===== src/rtl/sata_oob_ctrl.sv =====
// Host-side SATA OOB link-initialisation sequencer feeding the OOB coder.
// Optional retry statistics counter enabled by defining SATA_OOB_CTRL_STAT_EN.
module sata_oob_ctrl #(
    parameter int unsigned CLKFREQ  = 100_000,
    parameter int unsigned RETRY_US = 10_000,
    parameter int unsigned ALIGN_US = 880,
    parameter int unsigned SYNC_CNT = 3
) (
    input  logic       clk,
    input  logic       reset,
    input  logic       coder_ready,
    output logic       cominit,
    output logic       comwake,
    output logic       oobfinish,
    input  logic       rxcominit,
    input  logic       rxcomwake,
    input  logic       rxalign,
    input  logic       rxnonalign,
    output logic       txalign,
    output logic       linkup
`ifdef SATA_OOB_CTRL_STAT_EN
    ,
    output logic [7:0] retries
`endif
);

    localparam int unsigned TRETRY = (RETRY_US * CLKFREQ + 500) / 1000;
    localparam int unsigned TALIGN = (ALIGN_US * CLKFREQ + 500) / 1000;
    localparam int unsigned TW     = $clog2(TRETRY);
    localparam int unsigned SW     = $clog2(SYNC_CNT + 1);

    typedef enum logic [2:0] {
        IDLE,
        SEND_INIT,
        WAIT_INIT,
        SEND_WAKE,
        WAIT_WAKE,
        SEND_D102,
        SEND_ALIGN,
        LINKUP
    } state_t;

    state_t          state;
    state_t          state_nx;
    logic [TW-1:0]   timer;
    logic [SW-1:0]   sync_cnt;
    logic [SW-1:0]   sync_cnt_nx;
    logic            tmo_retry;
    logic            tmo_align;

    assign tmo_retry = (timer == TW'(TRETRY - 1));
    assign tmo_align = (timer == TW'(TALIGN - 1));

    // State register, shared timer, sync counter and registered state decodes
    always_ff @(posedge clk or posedge reset) begin
        if (reset) begin
            state     <= IDLE;
            timer     <= '0;
            sync_cnt  <= '0;
            oobfinish <= 1'b0;
            txalign   <= 1'b0;
            linkup    <= 1'b0;
        end else begin
            state     <= state_nx;
            timer     <= (state_nx != state) ? '0 : timer + TW'(1);
            sync_cnt  <= sync_cnt_nx;
            oobfinish <= (state_nx == SEND_D102) || (state_nx == SEND_ALIGN) ||
                         (state_nx == LINKUP);
            txalign   <= (state_nx == SEND_ALIGN);
            linkup    <= (state_nx == LINKUP);
        end
    end

    // Next state; rxcominit outranks every other event and any timeout
    always_comb begin
        state_nx    = state;
        sync_cnt_nx = sync_cnt;
        cominit     = 1'b0;
        comwake     = 1'b0;
        case (state)
            IDLE: state_nx = SEND_INIT;
            SEND_INIT: begin
                if (coder_ready) begin
                    cominit  = 1'b1;
                    state_nx = WAIT_INIT;
                end
            end
            WAIT_INIT: begin
                if (rxcominit)      state_nx = SEND_WAKE;
                else if (tmo_retry) state_nx = SEND_INIT;
            end
            SEND_WAKE: begin
                if (coder_ready) begin
                    comwake  = 1'b1;
                    state_nx = WAIT_WAKE;
                end
            end
            WAIT_WAKE: begin
                if (rxcominit)      state_nx = SEND_WAKE;
                else if (rxcomwake) state_nx = SEND_D102;
                else if (tmo_retry) state_nx = SEND_INIT;
            end
            SEND_D102: begin
                if (rxcominit) begin
                    state_nx = SEND_WAKE;
                end else if (rxalign) begin
                    state_nx    = SEND_ALIGN;
                    sync_cnt_nx = '0;
                end else if (tmo_align) begin
                    state_nx = SEND_INIT;
                end
            end
            SEND_ALIGN: begin
                if (rxcominit) begin
                    state_nx = SEND_WAKE;
                end else if (rxalign) begin
                    sync_cnt_nx = '0;
                end else if (rxnonalign) begin
                    if (sync_cnt >= SW'(SYNC_CNT - 1)) begin
                        sync_cnt_nx = SW'(SYNC_CNT);
                        state_nx    = LINKUP;
                    end else begin
                        sync_cnt_nx = sync_cnt + SW'(1);
                    end
                end
            end
            LINKUP: begin
                if (rxcominit) state_nx = SEND_WAKE;
            end
            default: state_nx = IDLE;
        endcase
    end

`ifdef SATA_OOB_CTRL_STAT_EN
    // Every return to SEND_INIT from a waiting state is a timeout restart
    logic tmo_restart;
    assign tmo_restart = (state_nx == SEND_INIT) &&
                         ((state == WAIT_INIT) || (state == WAIT_WAKE) || (state == SEND_D102));

    always_ff @(posedge clk or posedge reset) begin
        if (reset) begin
            retries <= 8'd0;
        end else if ((state_nx == LINKUP) && (state != LINKUP)) begin
            retries <= 8'd0;
        end else if (tmo_restart && (retries != 8'hFF)) begin
            retries <= retries + 8'd1;
        end
    end
`endif

endmodule

===== config.mk =====
export PLATFORM = sky130hd
export DESIGN_NAME = sata_oob_ctrl
export DESIGN_NICKNAME = d
export VERILOG_FILES = /design/src/rtl/sata_oob_ctrl.sv
export SDC_FILE = /design/constraint.sdc
export NUM_CORES = 1
export LEC_CHECK = 0
export ABC_AREA = 1
export BUFFER_PORTS_ARGS = -buffer_cell sky130_fd_sc_hd__clkbuf_2
export CORE_ASPECT_RATIO = 2
export CORE_MARGIN = 2
export CORE_UTILIZATION = 56
export DETAILED_ROUTE_END_ITERATION = 12
export GPL_ROUTABILITY_DRIVEN = 1
export PLACE_DENSITY = 0.84
export SLEW_MARGIN = 30
export SYNTH_ARGS = -nofsm -noshare
export SYNTH_HDL_FRONTEND = slang
export SYNTH_SLANG_ARGS = --single-unit

===== constraint.sdc =====
create_clock -name clk -period 2.3 [get_ports clk]
set_input_delay 0.345 -clock clk [delete_from_list [all_inputs] [get_ports clk]]
set_output_delay 0.345 -clock clk [all_outputs]
set_load 0.005 [all_outputs]

==> results.md, run 1 <==
* Max cap viols at 0
* # DRC at 0
* Number of fill cells at 279
* Post-route ant nets at 0
* Skew final at 0.00644 ns
* Fmax at 516 MHz
* Netlist cell types at 23
* CTS tree: built
* Multi-input logic area at 855 um^2
* Layout cell share with drive strength beyond 1 at 0.199
* Commonest non-fill, non-tap cells in the layout: nand2_1, inv_1, nor2_1
* Starting density of the core at 0.577
* Clock latency on the worst-skew pair at 0.28 ns
* Peak supply drop at 1.17 mV
* Synth top area share at 0.412
* Top Metal Used: met4
* Pin count of the biggest net entering global routing at 29
* Starting DRT DRC Count at 33
* Top Ports at 12
* Power per cell area at 847 nW/um^2
* CTS Root Cell: clkbuf_8
* WS Path Type: flop to flop
* Reg area at 701 um^2
* First-pass GRT wire length at 5.46 mm
* Commonest non-fill, non-tap cell in the layout: nand2_1
* Hold Vio Cnt, Final at 0
* DR WL met3 at 87 um
* Crit path max fanout at 20
* Layout Area Growth over Synthesis at 7.14%
* Row Count at 28
* Internal power at 883 uW
* RSZ-0062 raised after global routing: false
* Logic gate share of total power at 0.423
* RD Place Congestion at 0.883
* Wire length per cell at 12.3 um
* Post-CTS Resized at 0
* Post-Place Cells at 263
* DR vias at 1404
* Post-CTS Setup Bufs at 0
* Die Area at 3520 um^2
* Synth Area per Inst at 7.62 um^2
* Min Tclk post-route at 1.94 ns
* Post-route clock period utilization at 0.843
* Ys Warns at 0
* WP data required at 2.46 ns
* Sequential share of power at 0.406
* ANT cells at 0
* Clock sink total at 28
* Cells after Synth at 223
* Status: finished, final reports clean
* Final net count at 246
* NetSw at 659 uW
* # setup viols final at 0
* Worst min path class: input pin to asynchronous set/reset pin
* Critical Path End Type: flop
* Fin cells at 266
* GRT overflow at 0
* Chip height at 81.9 um
* Synthesized area at 1700 um^2
* Core Region at 2940 um^2
* H-tree depth at 1
* Area leader, netlist: dfrtp_1
* IO Port Bufs at 11
* DR pass1 iterations at 4
* Synth top area cells: dfrtp_1, nand2_1, nor2_2
* CTS buffer count at 3
* Metal2 WL at 1.87 mm
* Sequential share of the synthesized area at 0.412
* Die Wd at 43.0 um
* Total wire length at 3.27 mm
* Startpoint Class: flop
* Metal1 wirelength at 1.23 mm
* Cts hold-fix bufs at 0
* Worst rel slew slack at 0.721
* DPL Wire Length at 2.59 mm
* Switching Fraction at 0.427
* Initial antenna violation count at 0
* Worst slew pin tran at 0.415 ns
* Setup TNS Final at 0 ns
* Vias in the first global route at 1348
* WP data arrival at 2.10 ns
* Clock power frac at 0.172
* Clk pin slew, worst setup/hold paths at 0.09 ns
* Synthesis-stage register bit count at 28
* Tot GR Track Use at 0.206
* Via/cell ratio at 5.28
* Mapped Nets at 231
* Final Slew Violations at 0
* CTS Buffer Depth at 2
* Pleak at 0.866 nW
-- cell type report --
class                           instances  share of cell area
Multi-Input combinational cell        161               0.469
Clock buffer                            3              0.0227
Sequential cell                        28               0.385
Timing Repair Buffer                   13              0.0385
Tap cell                               30              0.0206
Inverter                               31              0.0639
-- worst max-delay path: stages (launching register included) --
cell and delay (ns):
dfrtp_1 0.39, ha_1 0.21, nand3_2 0.13, nor3_1 0.19, nand3_1 0.13, a21oi_1 0.14
nand2_1 0.06, nand2_1 0.07, nand2_1 0.06, nand3_2 0.07, buf_4 0.30, nor2_1 0.07
-- cells in the mapped netlist --
| cell type | n |
|---|---|
| nand4_1 | 5 |
| inv_2 | 2 |
| nor2_1 | 29 |
| buf_2 | 1 |
| xor2_1 | 12 |
| o21ai_1 | 1 |
| nor3_1 | 8 |
| or2_2 | 1 |
| nor3_2 | 1 |
| dfrtp_1 | 28 |
| nand3_1 | 10 |
| inv_1 | 29 |
| nand2_2 | 2 |
| nand3_2 | 5 |
| buf_6 | 2 |
| nand2_1 | 51 |
| nor4_2 | 1 |
| nor2_2 | 18 |
| ha_1 | 1 |
| o21ai_0 | 6 |
| xnor2_1 | 5 |
| a21oi_1 | 4 |
| nor3b_2 | 1 |
-- cell families after synthesis --
family | synth area share
XOR/XNOR | 0.0876
AO/OA/AOI/OAI | 0.0324
AND/OR/NAND/NOR | 0.376
buffers and inverters | 0.0847
adder cells (fa/ha/maj) | 0.00736
flip-flops | 0.412
-- power by group through the flow --
stage / Combinational [mW] / Clock (mW) / Sequential [mW]
after floorplan: 0.573 / 0 / 0.621
final: 0.652 / 0.265 / 0.626
after global placement: 0.645 / 0 / 0.633
after detailed placement: 0.659 / 0 / 0.637
after CTS: 0.661 / 0.270 / 0.627
after global routing: 0.734 / 0.292 / 0.636
-- registers in the layout, summed over array words and instances (netlist names) --
name / cells
linkup: 1
oobfinish: 1
state: 3
sync_cnt: 2
timer: 20
txalign: 1
-- worst paths after layout --
path,startpoint,end,slack [ns],cells past startpoint
worst max-delay path,timer[0],timer[6],0.36,11
worst min-delay path,reset,timer[15],0.09,3
worst max register to register,timer[0],timer[6],0.36,11
worst min register to register,timer[0],timer[0],0.47,1
max in group asynchronous,reset,timer[5],1.94,3
min in group clk,timer[0],timer[0],0.47,1
-- per-stage QoR --
step	utilization	power (mW)	hold slack [ns]	cell area, um^2	worst slack (ns)
2_1_floorplan	-	1.19	0.410	1700	0.645
3_3_place_gp	0.605	1.28	0.398	1780	0.432
3_5_place_dp	0.605	1.30	0.413	1780	0.370
4_1_cts	0.619	1.56	0.116	1820	0.357
5_1_grt	0.619	1.66	0.132	1820	0.190
6_report	0.619	1.54	0.0943	1820	0.362
-- layer usage --
metal  global-route usage  up-vias
li1                     -      719
met1                0.206      644
met2                0.403       31
met3               0.0242       10
met4                0.100        0
met5                    0        -
(Power assumes the default switching activity.)
==> run 2: changes to the inputs <==
- ABC_AREA: 1 -> 0
- CORE_UTILIZATION: 56 -> 53
- PLACE_DENSITY: 0.84 -> 0.83
- clock period: 2.3 -> 1.7 ns (I/O delays scaled with it)
==> run 2 against run 1 <==
Compared with the run above: the run now ends with negative setup slack left; sequential share of layout area decreased by 4.5 points; routed wire length increased by 32%; via count increased by 9.5%; combinational power increased by 99%; die area increased by 0.33%; critical endpoint is now timer[4]; largest cell class unchanged; highest routed layer unchanged.
==> results.md, run 2 <==
* Status: finished, violations left
* Violated checks: negative setup slack
* Critical Path End Type: flop
* Starting density of the core at 0.548 (-0.0289)
* Commonest non-fill, non-tap cell in the layout: buf_4
* RSZ-0062 raised after global routing: true
* Pin count of the biggest net entering global routing at 29 (unchanged)
* Chip height at 82.0 um (+0.17%)
* Top Ports at 12 (unchanged)
* Wire length per cell at 17.2 um (+40%)
* Asr flop ratio synth at 1.00 (unchanged)
* WP data required at 1.86 ns (-0.60 ns)
* Clock power frac at 0.137 (-0.035)
* Netlist cell types at 39 (+70%)
* Fin cells at 250 (-6.0%)
* Top cells by count, synth: dfrtp_1, nor3_1, nand2_1
* Crit path buffers/inverters at 1 (unchanged)
* Final Slew Violations at 0 (unchanged)
* Skew final at 0.00145 ns (-0.00498 ns)
* WS Path Type: flop to flop
* Peak supply drop at 0.693 mV (-41%)
* Die Area at 3530 um^2 (+0.33%)
* Final setup margin at -0.336 ns (-0.698 ns)
* CP top delay family: simple AND/OR/NAND/NOR gates
* Number of synthesized flops with an enable pin at 0 (unchanged)
* DR pass1 iterations at 4 (unchanged)
* Number of fill cells at 224 (-20%)
* Core Region at 2940 um^2 (unchanged)
* Worst min path class: input pin to asynchronous set/reset pin
* Most frequent CP cell: a311oi_2
* First-pass GRT wire length at 6.91 mm (+27%)
* Post-route clock period utilization at 1.20 (+0.355)
* Tot GR Track Use at 0.267 (+0.0606)
* Area leader, netlist: dfrtp_1
* Clock latency on the worst-skew pair at 0.27 ns (about the same)
* Min Tclk post-route at 2.04 ns (+0.0980 ns)
* Max cap viols at 0 (unchanged)
* GRT overflow at 0 (unchanged)
* WP data arrival at 2.20 ns (+0.10 ns)
* Final Power at 2.55 mW (+65%)
* Switching Fraction at 0.419 (-0.00816)
* Placed cell area at 1960 um^2 (+10%)
* CTS tree: built
* Post-Place Cells at 246 (-6.5%)
* Synth top area cells: dfrtp_1, nor3_1, xor2_1
* Startpoint Class: flop
* Hold Vio Cnt, Final at 0 (unchanged)
* Fmax at 491 MHz (-4.8%)
* Synth top area share at 0.434 (+0.0217)
* # DRC at 0 (unchanged)
* Logic gate share of total power at 0.508 (+0.085)
* Top-count cell post-synth: dfrtp_1
* CTS Buffer Depth at 2 (unchanged)
* H-tree depth at 1 (unchanged)
* Pleak at 0.925 nW (+6.8%)
* Total wire length at 4.30 mm (+32%)
* Synthesis-stage register bit count at 28 (unchanged)
* Worst rel slew slack at 0.716 (-0.00432)
* Power per cell area at 1230 nW/um^2 (+46%)
* IO Port Bufs at 11 (unchanged)
* Sequential share of power at 0.355 (-0.051)
* Clock sink total at 28 (unchanged)
* Crit-path max cell delay at 0.55 ns (+0.16 ns)
* Worst slew pin tran at 0.424 ns (+0.00930 ns)
* Crit path max fanout at 11 (-45%)
* CP startpoint: timer[6]
* Die Wd at 43.0 um (+0.16%)
* Starting DRT DRC Count at 71 (+120%)
* Synthesized area at 1610 um^2 (-5.0%)
* Final net count at 230 (-6.5%)
* Largest Register: timer
* Cells after Synth at 177 (-21%)
* RD Place Congestion at 0.884 (about the same)
* Vias in the first global route at 1571 (+17%)
* Crit-path cells: or4_4 -> nor4_4 -> a311oi_2 -> a311oi_2 -> buf_4 -> nor3_1
* Layout Area Growth over Synthesis at 28.0%
* CP max stage cell: or4_4
* Ys flop type: dfrtp_1
* Synth Area per Inst at 9.12 um^2 (+20%)
* Row Count at 28 (unchanged)
* Internal power at 1.48 mW (+68%)
* Sequential share of the synthesized area at 0.434 (+0.0217)
* Ys Warns at 0 (unchanged)
* CTS buffer count at 3 (unchanged)
* DR vias at 1537 (+9.5%)
* Max FFs per register at 20 (unchanged)
* Post-route ant nets at 0 (unchanged)
* CTS Root Cell: clkbuf_8
* Layout cell share with drive strength beyond 1 at 0.309 (+0.110)
* # setup viols final at 26 (+26)
* Finished Cell Area at 2070 um^2 (+13%)
* FF-to-FF Start: timer[6]
* Initial antenna violation count at 0 (unchanged)
* NetSw at 1.07 mW (+62%)
* Biggest regs: timer x20, state x3, sync_cnt x2
* DPL Wire Length at 3.20 mm (+24%)
* Mapped Nets at 185 (-20%)
* Clk pin slew, worst setup/hold paths at 0.09 ns (about the same)
* ANT cells at 0 (unchanged)
* Commonest non-fill, non-tap cells in the layout: buf_4, dfrtp_1, nor3_1
* Via/cell ratio at 6.15 (+16%)
[run 2: changes by cell type in the layout (fill, tap and decap cells not counted), sizes merged, moves of 3 or more]
cell    previous run  this run
buf                2        36
nor2              47         9
nand3             15        11
a21oi              4         7
nor2b              0         5
a31oi              0         5
inv               31         9
nor3               9        23
nand2b             0         3
nand2             53        14
[run 2: routing by layer]
| metal | vias up | wire length, um | GRT usage |
|---|---|---|---|
| met1 | 751 | 1470 | 0.250 |
| met2 | 47 | 2480 | 0.515 |
| met3 | 23 | 93 | 0.0220 |
| met5 | - | 0 | 0 |
| met4 | 0 | 254 | 0.191 |
| li1 | 716 | - | - |
[run 2: through the flow]
stage	hold slack (ns)	setup TNS, ns	setup slack [ns]	util
final	0.00808	-7.33	-0.336	0.702
after global routing	0.0575	-11.21	-0.500	0.702
after CTS	0.0248	-7.41	-0.341	0.696
after detailed placement	0.318	-7.93	-0.347	0.668
after global placement	0.302	-5.89	-0.257	0.668
after floorplan	0.320	-6.64	-0.309	-
[run 2: worst paths after layout]
check,endpoint,slack (ns),cells past startpoint
max,timer[4],-0.34,6
min,timer[10],0.008,3
max reg2reg,timer[4],-0.34,6
min reg2reg,sync_cnt[0],0.55,1
max in group asynchronous,state[0],1.42,3
min in group clk,sync_cnt[1],0.37,4
[run 2: cell type report]
type / count / area [um^2] / share of cell area
multi-input combinational: 133 / 913 / 0.442
timing repair buffer: 47 / 338 / 0.164
inverter: 9 / 33.8 / 0.0164
clock buffer: 3 / 41.3 / 0.0200
sequential: 28 / 702 / 0.340
tap: 30 / 37.5 / 0.0182
[run 2: repair_timing]
action                                 CTS  global route
setup endpoints to repair               27            27
hold buffers                             0             0
buffers inserted                         2             1
resized for setup                        9             4
pin swaps                                3             1
endpoints found under the hold margin    0             0
[run 2: logic make-up (layout without fill, tap and decap cells)]
kind of cell,Yosys count,count (layout),share of synthesized area
simple gates,84,84,0.293
buf+inv,16,59,0.0419
compound gates,29,29,0.119
mux,1,1,0.00698
flops,28,28,0.434
xor+xnor,18,18,0.0977
fa+ha+maj,1,1,0.00775
[run 2: power by group through the flow]
stage	logic, mW	registers, mW	clock network, mW
3_3_place_gp	1.11	0.887	0
5_1_grt	1.41	0.917	0.383
6_report	1.30	0.905	0.349
3_5_place_dp	1.17	0.898	0
4_1_cts	1.26	0.886	0.356
2_1_floorplan	0.750	0.847	0
[run 2: worst register-to-register path, cell delays in order (launching register included)]
cell and delay [ns]:
dfrtp_1 0.39, or4_4 0.55, nor4_4 0.21, a311oi_2 0.17
a311oi_2 0.30, buf_4 0.23, nor3_1 0.08
==> run 3: changes to the inputs <==
==> constraint.sdc (replaced) <==
create_clock -name clk -period 1.7 [get_ports clk]
set_input_delay 0.425 -clock clk [delete_from_list [all_inputs] [get_ports clk]]
set_output_delay 0.425 -clock clk [all_outputs]
set_load 0.005 [all_outputs]
==> run 3 against run 2 <==
Compared with the run above: the run still ends with negative setup slack left; first-iteration DRC count is 5.6% lower; final cell count is 2.0% higher; global-route usage is 1.0 points lower; largest power group unchanged; highest routed layer unchanged.
==> results.md, run 3 (synthesized netlist as in run 2, its figures left out) <==
* IO Port Bufs at 11 (unchanged)
* Worst rel slew slack at 0.700 (-0.0161)
* CTS tree: built
* Commonest non-fill, non-tap cells in the layout: buf_4, dfrtp_1, nor3_1
* Hold slack at 0.178 ns (+0.170 ns)
* Worst min path class: input pin to asynchronous set/reset pin
* Post-route ant nets at 0 (unchanged)
* WP data arrival at 2.29 ns (+0.09 ns)
* Core Region at 2940 um^2 (unchanged)
* Finished Cell Area at 2130 um^2 (+3.2%)
* R2R Setup Slk at -0.43 ns (-0.09 ns)
* Tot GR Track Use at 0.257 (-0.0101)
* GRT overflow at 0 (unchanged)
* Final Slew Violations at 0 (unchanged)
* H-tree depth at 1 (unchanged)
* Violated checks: negative setup slack
* RD Place Congestion at 0.844 (-4.5%)
* Critical Path End Type: flop
* CP max stage cell: or4_4
* First-pass GRT wire length at 6.79 mm (-1.7%)
* Post-route clock period utilization at 1.25 (+0.0544)
* Core Util, Final at 0.724 (+0.0225)
* Clock sink total at 28 (unchanged)
* CTS Root Cell: clkbuf_8
* Crit-path max cell delay at 0.56 ns (about the same)
* Pleak at 0.953 nW (+3.0%)
* Pin count of the biggest net entering global routing at 29 (unchanged)
* Cts hold-fix bufs at 0 (unchanged)
* Worst slew pin tran at 0.448 ns (+0.0241 ns)
* Fmax at 470 MHz (-4.3%)
* CTS Buffer Depth at 2 (unchanged)
* Final setup margin at -0.429 ns (-0.0924 ns)
* Vias in the first global route at 1618 (+3.0%)
* Largest Register: timer
* WP data required at 1.87 ns (about the same)
* CTS buffer count at 3 (unchanged)
* Top Ports at 12 (unchanged)
* RSZ-0062 raised after global routing: true
* Skew final at 0.00810 ns (+0.00665 ns)
* Min Tclk post-route at 2.13 ns (+0.0924 ns)
* ANT cells at 0 (unchanged)
* Wire length per cell at 17.7 um (+3.1%)
* Initial antenna violation count at 0 (unchanged)
* Die Area at 3530 um^2 (unchanged)
* Via/cell ratio at 6.26 (+1.9%)
* Placed cell area at 1960 um^2 (unchanged)
* Starting density of the core at 0.548 (unchanged)
* Final net count at 234 (+1.7%)
* Clock latency on the worst-skew pair at 0.27 ns (about the same)
* DPL Wire Length at 3.12 mm (-2.5%)
* Peak supply drop at 0.711 mV (+2.6%)
* Starting DRT DRC Count at 67 (-5.6%)
* Clk pin slew, worst setup/hold paths at 0.09 ns (about the same)
* DR pass1 iterations at 4 (unchanged)
* Max cap viols at 0 (unchanged)
* WS Path Type: flop to flop
* Layout cell share with drive strength beyond 1 at 0.338 (+0.0287)
* Startpoint Class: flop
* Power per cell area at 1260 nW/um^2 (+2.3%)
* DR vias at 1597 (+3.9%)
* Chip height at 82.0 um (unchanged)
* Hold Vio Cnt, Final at 0 (unchanged)
* Total wire length at 4.52 mm (+5.1%)
* # setup viols final at 26 (unchanged)
* Status: finished, violations left
* Crit-path cells: or4_4 -> nor4_4 -> nand3b_1 -> a311oi_2 -> buf_4 -> nor3_1
* Max FFs per register at 20 (unchanged)
* Commonest non-fill, non-tap cell in the layout: buf_4
* Die Wd at 43.0 um (unchanged)
* Crit path max fanout at 10 (-1)
* # DRC at 0 (unchanged)
* Biggest regs: timer x20, state x3, sync_cnt x2
* Row Count at 28 (unchanged)
* Layout Area Growth over Synthesis at 32.1%
[run 3: power by group]
part | switching [mW] | internal (mW) | total, mW
Clock | 0.195 | 0.207 | 0.403
Sequential | 0.128 | 0.768 | 0.896
Combinational | 0.796 | 0.600 | 1.40
[run 3: layout make-up]
| cell class | count | area (um^2) |
|---|---|---|
| timing repair buffer | 51 | 377 |
| multi-input combinational | 133 | 926 |
| sequential | 28 | 703 |
| fill | 209 | 811 |
| inverter | 9 | 33.8 |
| clock buffer | 4 | 55.1 |
| tap | 30 | 37.5 |
[run 3: routing by layer]
layer | vias to the layer above | share of wire | GRT usage
met1 | 752 | 0.33 | 0.237
met5 | - | 0 | 0
met4 | 0 | 0.058 | 0.179
met3 | 31 | 0.046 | 0.0242
li1 | 728 | - | -
met2 | 86 | 0.57 | 0.500
[run 3: repair_timing]
item,CTS,global route
endpoints found under the setup margin,29,28
gates resized for setup,10,12
setup buffers,0,4
cloned,0,1
pin swaps,2,4
[run 3: final timing paths]
check                           cells past startpoint   startpoint          end
worst min register to register                      1  sync_cnt[0]  sync_cnt[0]
min in group clk                                    4      rxalign  sync_cnt[1]
worst max register to register                      6     timer[6]    timer[19]
worst max-delay path                                6     timer[6]    timer[19]
max in group asynchronous                           3        reset     state[2]
worst min-delay path                                3        reset     timer[7]
[run 3: critical path, delay by kind of cell (launching register included)]
family | cells | cell delay [ns]
simple gates | 4 | 1.00
flops | 1 | 0.41
compound gates | 1 | 0.37
buf+inv | 1 | 0.24
[run 3: metrics by stage]
| step | TNS [ns] | std cells | setup slack, ns | power (mW) |
|---|---|---|---|---|
| 2_1_floorplan | -6.64 | 177 | -0.309 | 1.60 |
| 3_3_place_gp | -6.84 | 246 | -0.305 | 1.98 |
| 3_5_place_dp | -9.62 | 246 | -0.426 | 2.05 |
| 4_1_cts | -8.78 | 250 | -0.401 | 2.53 |
| 5_1_grt | -11.66 | 255 | -0.500 | 2.87 |
| 6_report | -9.75 | 255 | -0.429 | 2.69 |
